==> src/rtl/alu_result_fifo.sv <==
// First-word-fall-through result FIFO behind the 4-bit ALU op units.
// Each entry holds the result, Z/CF flags and op tag. A sticky carry bit and a saturating zero-result count are kept alongside.
module alu_result_fifo #(
  parameter int WIDTH = 4,
  parameter int DEPTH = 4,
  parameter int TAGW  = 3,
  parameter int CNTW  = 8
) (
  input  logic                       CLK,
  input  logic                       RST_N,
  input  logic                       IN_VALID,
  output logic                       IN_READY,
  input  logic [WIDTH-1:0]           RES,
  input  logic                       Z_IN,
  input  logic                       CF_IN,
  input  logic [TAGW-1:0]            OP_IN,
  output logic                       OUT_VALID,
  input  logic                       OUT_READY,
  output logic [WIDTH-1:0]           RES_OUT,
  output logic                       Z_OUT,
  output logic                       CF_OUT,
  output logic [TAGW-1:0]            OP_OUT,
  output logic [$clog2(DEPTH):0]     COUNT,
  output logic                       STICKY_CF,
  output logic [CNTW-1:0]            ZERO_CNT,
  input  logic                       CLR_STAT
);

  localparam int PW = $clog2(DEPTH);
  localparam int CW = PW + 1;
  localparam int EW = WIDTH + 2 + TAGW;

  logic [EW-1:0]   mem_q [DEPTH];
  logic [PW-1:0]   wptr_q, wptr_d;
  logic [PW-1:0]   rptr_q, rptr_d;
  logic [CW-1:0]   count_q, count_d;
  logic            sticky_q, sticky_d;
  logic [CNTW-1:0] zcnt_q, zcnt_d;
  logic            push, pop, zero_push;
  logic [EW-1:0]   head;

  function automatic logic [CNTW-1:0] sat_inc(input logic [CNTW-1:0] v);
    if (v == {CNTW{1'b1}}) return v;
    return v + 1'b1;
  endfunction

  assign IN_READY  = (count_q < CW'(DEPTH));
  assign OUT_VALID = (count_q != '0);
  assign push      = IN_VALID & IN_READY;
  assign pop       = OUT_VALID & OUT_READY;
  assign zero_push = push & (RES == '0);

  always_comb begin
    wptr_d   = wptr_q;
    rptr_d   = rptr_q;
    count_d  = count_q;
    sticky_d = sticky_q;
    zcnt_d   = zcnt_q;
    if (push) wptr_d = wptr_q + 1'b1;
    if (pop)  rptr_d = rptr_q + 1'b1;
    case ({push, pop})
      2'b10:   count_d = count_q + 1'b1;
      2'b01:   count_d = count_q - 1'b1;
      default: count_d = count_q;
    endcase
    // A clear coinciding with a qualifying push keeps that push's contribution.
    if (CLR_STAT) begin
      sticky_d = push & CF_IN;
      zcnt_d   = zero_push ? CNTW'(1) : '0;
    end else begin
      if (push & CF_IN) sticky_d = 1'b1;
      if (zero_push)    zcnt_d   = sat_inc(zcnt_q);
    end
  end

  always_ff @(posedge CLK or negedge RST_N) begin
    if (!RST_N) begin
      wptr_q   <= '0;
      rptr_q   <= '0;
      count_q  <= '0;
      sticky_q <= 1'b0;
      zcnt_q   <= '0;
    end else begin
      wptr_q   <= wptr_d;
      rptr_q   <= rptr_d;
      count_q  <= count_d;
      sticky_q <= sticky_d;
      zcnt_q   <= zcnt_d;
    end
  end

  // Storage needs no reset: stale words are never visible because outputs are gated by occupancy.
  always_ff @(posedge CLK) begin
    if (push) mem_q[wptr_q] <= {RES, Z_IN, CF_IN, OP_IN};
  end

  assign head = OUT_VALID ? mem_q[rptr_q] : '0;

  assign RES_OUT   = head[EW-1 -: WIDTH];
  assign Z_OUT     = head[TAGW+1];
  assign CF_OUT    = head[TAGW];
  assign OP_OUT    = head[TAGW-1:0];
  assign COUNT     = count_q;
  assign STICKY_CF = sticky_q;
  assign ZERO_CNT  = zcnt_q;

endmodule

==> config.mk <==
export PLATFORM = sky130hd
export DESIGN_NAME = alu_result_fifo
export DESIGN_NICKNAME = d
export VERILOG_FILES = /design/src/rtl/alu_result_fifo.sv
export SDC_FILE = /design/constraint.sdc
export NUM_CORES = 1
export LEC_CHECK = 0
export ABC_AREA = 1
export BUFFER_PORTS_ARGS = -buffer_cell sky130_fd_sc_hd__buf_2
export CAP_MARGIN = 20
export CORE_MARGIN = 4
export CORE_UTILIZATION = 46
export DETAILED_ROUTE_END_ITERATION = 7
export PLACE_DENSITY = 0.71
export SLEW_MARGIN = 30
export SYNTH_ARGS = -nofsm -noshare
export SYNTH_HDL_FRONTEND = slang
export SYNTH_SLANG_ARGS = --single-unit
==> constraint.sdc <==
create_clock -name CLK -period 1.8 [get_ports CLK]
set_input_delay 0.27 -clock CLK [delete_from_list [all_inputs] [get_ports CLK]]
set_output_delay 0.27 -clock CLK [all_outputs]
set_load 0.05 [all_outputs]
==> summary.md <==
| Metric | Value |
|---|---|
| TritonCTS clock tree | yes |
| Number of warnings issued by yosys | 0 |
| Least-Margin Pin Slew | 0.3974 ns |
| Post-CTS clock slew at the launch and capture registers of the worst setup and hold paths | 0.10 ns |
| Detail Route Antenna Nets | 0 |
| Data required, critical path | 1.99 ns |
| Clock Skew | 0.006515 ns |
| Max_cap viols | 0 |
| Crit share post-route | 99.03% |
| CP Capture Type | flip-flop |
| Total grt overflow | 0 |
| Element type at the critical path start | flip-flop |
| Final setup violation count | 0 |
| Relative slew margins | 73.51% |
| Crit Path Category | reg -> reg |
| Final count of pins violating max slew | 0 |
| Class of the most critical hold timing path | in -> reg |
| Number of sinks driven by the clock tree | 52 |
| Number of placed instances with taps included | 336 |
| Post-layout power | 5.478 mW |
| Count of buffers from port buffering | 36 |
| Shortest clock period the worst path allows after layout | 1.783 ns |
| Dominant register cell in the synthesized netlist | sky130_fd_sc_hd__edfxtp_1 |
| Library cell used as clock root buffer | sky130_fd_sc_hd__clkbuf_8 |
| CP max FO | 3 |
| Fraction of layout cells with a size suffix above 1 | 37.19% |
| Synthesized cell area | 2386 sq um |
| Leakage power total | 1.246 nW |
| DR vias | 1727 |
| Via-to-Cell Ratio | 4.906 |
| TritonCTS Buffers | 5 |
| Last weighted congestion value of the routability-driven placer | 0.8029 |
| Drt first-iter violations | 50 |
| Avg Inst Size Synth | 10.47 sq um |
| Antenna diodes | 0 |
| Final net count | 305 |
| Top-area cell type share of the netlist area | 45.31% |
| Post-detailed-routing wire length | 5085 microns |
| Dominant cell by count in the synthesized netlist | sky130_fd_sc_hd__nor2_1 |
| Clock latency of the later-clocked register in the worst-skew pair | 0.31 ns |
| Mapped Cells | 228 |
| Initial core utilization | 48.90% |
| Source of the worst register-to-register timing path | COUNT[2]$_DFFE_PN0P_ |
| Number of nets in the synthesized netlist | 249 |
| Power density normalized to cell area | 1759 nW/um^2 |
| Number of detailed-routing iterations run before antenna repair | 4 |
| I/O Pins | 37 |
| End point of the critical path | COUNT[2]$_DFFE_PN0P_ |
| Reg2Reg Setup Slack | 0.02 ns |
| #FFs+latches synth | 52 |
| Number of enable flip-flop cells after synthesis | 36 |
| Unrepaired setup endpoints after global routing | true |
| Maximum number of buffers from clock root to sink | 2 |
| Final-report hold violation count | 0 |
| Ranking of synthesized cells by instance count | sky130_fd_sc_hd__nor2_1 (50), sky130_fd_sc_hd__edfxtp_1 (36), sky130_fd_sc_hd__nand2_1 (29), sky130_fd_sc_hd__inv_1 (21), sky130_fd_sc_hd__o21ai_0 (21) |
| Cell variety after synth | 25 |
| Number of rows in the core area | 25 |
| Part of the Yosys area used for sequential elements | 62.09% |
| Final Instance Count excl. Fillers | 352 |
| Pin count of the biggest net entering global routing | 17 |
| Largest area contributor in the synthesized netlist | sky130_fd_sc_hd__edfxtp_1 |
| Run status | finished, final reports clean |
| Die Span X | 80.02 microns |
| Top cells by area in the synthesized netlist | sky130_fd_sc_hd__edfxtp_1 (45%), sky130_fd_sc_hd__dfrtp_1 (17%), sky130_fd_sc_hd__nor2_1 (7.9%) |
| Number of remaining DRC errors | 0 |
| Data arrival at the endpoint of the critical path | 1.98 ns |
| Worst flop-to-flop path endpoint | COUNT[2]$_DFFE_PN0P_ |
| Y dimension of the die | 80.02 microns |
| Largest vdd supply drop | 0.0009457 V |
| Estimated wirelength of the detail-placed design | 3406 microns |
| Vias in the first global route | 1705 |
| Initial antenna violation count | 0 |
| Global-route wire length before repair | 8300 microns |
| Std-Cell Core Area | 4880 sq um |
| Cell count of the worst reg-to-reg path | 10 |
| Total die area | 6403 sq um |
| Ys async rst share | 30.77% |
| Area growth from synthesis to layout | 30.52% |
| Global-route usage over all layers | 17.14% |
| Worst Setup SP | COUNT[2]$_DFFE_PN0P_ |
| Number of levels in the clock H-tree | 2 |
| Max Clk Rate | 0.5610 GHz |
| Wire per inst | 14.45 microns |
-- kinds of logic after synthesis --
| logic type | synth area share (%) |
|---|---|
| buffers and inverters | 5.191 |
| xor gates and xnor gates | 2.570 |
| DFF | 62.09 |
| and+or+nand+nor | 16.47 |
| AOI/OAI and AO/OA | 9.701 |
| adders and majority gates | 3.985 |
-- how the worst min path moves through the flow --
stage,from,end,depth (start not counted)
3_3_place_gp,RST_N,ZERO_CNT[7]$_DFFE_PN0P_,1
4_1_cts,Z_IN,mem_q[3][4]$_DFFE_PP_,1
5_1_grt,Z_IN,mem_q[1][4]$_DFFE_PP_,1
2_1_floorplan,RST_N,COUNT[0]$_DFFE_PN0P_,0
3_5_place_dp,RST_N,ZERO_CNT[7]$_DFFE_PN0P_,1
6_report,Z_IN,mem_q[1][4]$_DFFE_PP_,1
-- flip-flops by register name (all words and copies together) (netlist names) --
| signal | count |
|---|---|
| rptr_q | 2 |
| COUNT | 3 |
| wptr_q | 2 |
| ZERO_CNT | 8 |
| STICKY_CF | 1 |
| mem_q | 36 |
-- where the power goes --
group          switching [mW]  internal [mW]
Combinational            2.02           1.15
Clock                   0.391          0.277
Sequential              0.132           1.50
-- area by class of cell --
cell class	instances	area, sq um
Fill cell	404	1765
Sequential cell	52	1484
Multi-Input combinational cell	147	955.9
Timing Repair Buffer	54	389.1
Inverter	24	112.6
Tap cell	67	83.83
Clock buffer	6	72.57
Clock inverter	2	16.27
-- cells in the final DEF (no fill, tap or decap), drive strengths merged --
master       instances
o211ai               1
xnor2                3
o21ai               27
edfxtp              36
nand2               31
inv                 21
clkinv               3
a21oi               10
dfrtp               16
fa                   1
clkinvlp             2
clkbuf               6
a22o                 1
xor2                 4
o21bai               1
dlygate4sd3          1
nand3                9
nor2                53
ha                   6
buf                 53
-- metrics by stage --
stage               setup TNS (ns)  util, %  worst slack, ns  instance area (sq um)  hold WS (ns)
CTS                              0    61.28         0.001512                   2990        0.1665
global placement                 0    57.97          0.09033                   2829        0.2065
detailed placement               0    57.97          0.05130                   2829        0.2144
floorplan                   -4.340        -          -0.5098                   2524      -0.02559
finish                           0    63.82          0.01737                   3114        0.1733
global route               -0.2719    63.82         -0.06394                   3114        0.1625
-- worst max-delay path: stages, from the launching register on --
cell and delay (ns):
sky130_fd_sc_hd__dfrtp_2 0.43, sky130_fd_sc_hd__clkinvlp_4 0.13, sky130_fd_sc_hd__nand3_4 0.13, sky130_fd_sc_hd__nand2_4 0.08
sky130_fd_sc_hd__inv_4 0.06, sky130_fd_sc_hd__ha_4 0.13, sky130_fd_sc_hd__inv_4 0.03, sky130_fd_sc_hd__fa_2 0.33
sky130_fd_sc_hd__a21oi_2 0.11, sky130_fd_sc_hd__o21ai_1 0.08, sky130_fd_sc_hd__xor2_1 0.15
-- per-layer routing --
metal / vias up / wire, microns / GRT usage [%]
met2: 35 / 2593 / 29.72
li1: 863 / - / -
met5: - / 0 / 0
met3: 7 / 286 / 3.386
met4: 0 / 71 / 5.574
met1: 822 / 2134 / 21.37
-- timing repair --
action | CTS | global route
pin swaps | 1 | 3
gates resized for setup | 31 | 31
cloned | 0 | 2
setup endpoints to repair | 9 | 10
hold endpoints to repair | 16 | 0
setup buffers | 1 | 4
hold buffers | 1 | 0
(Power assumes the default switching activity.)
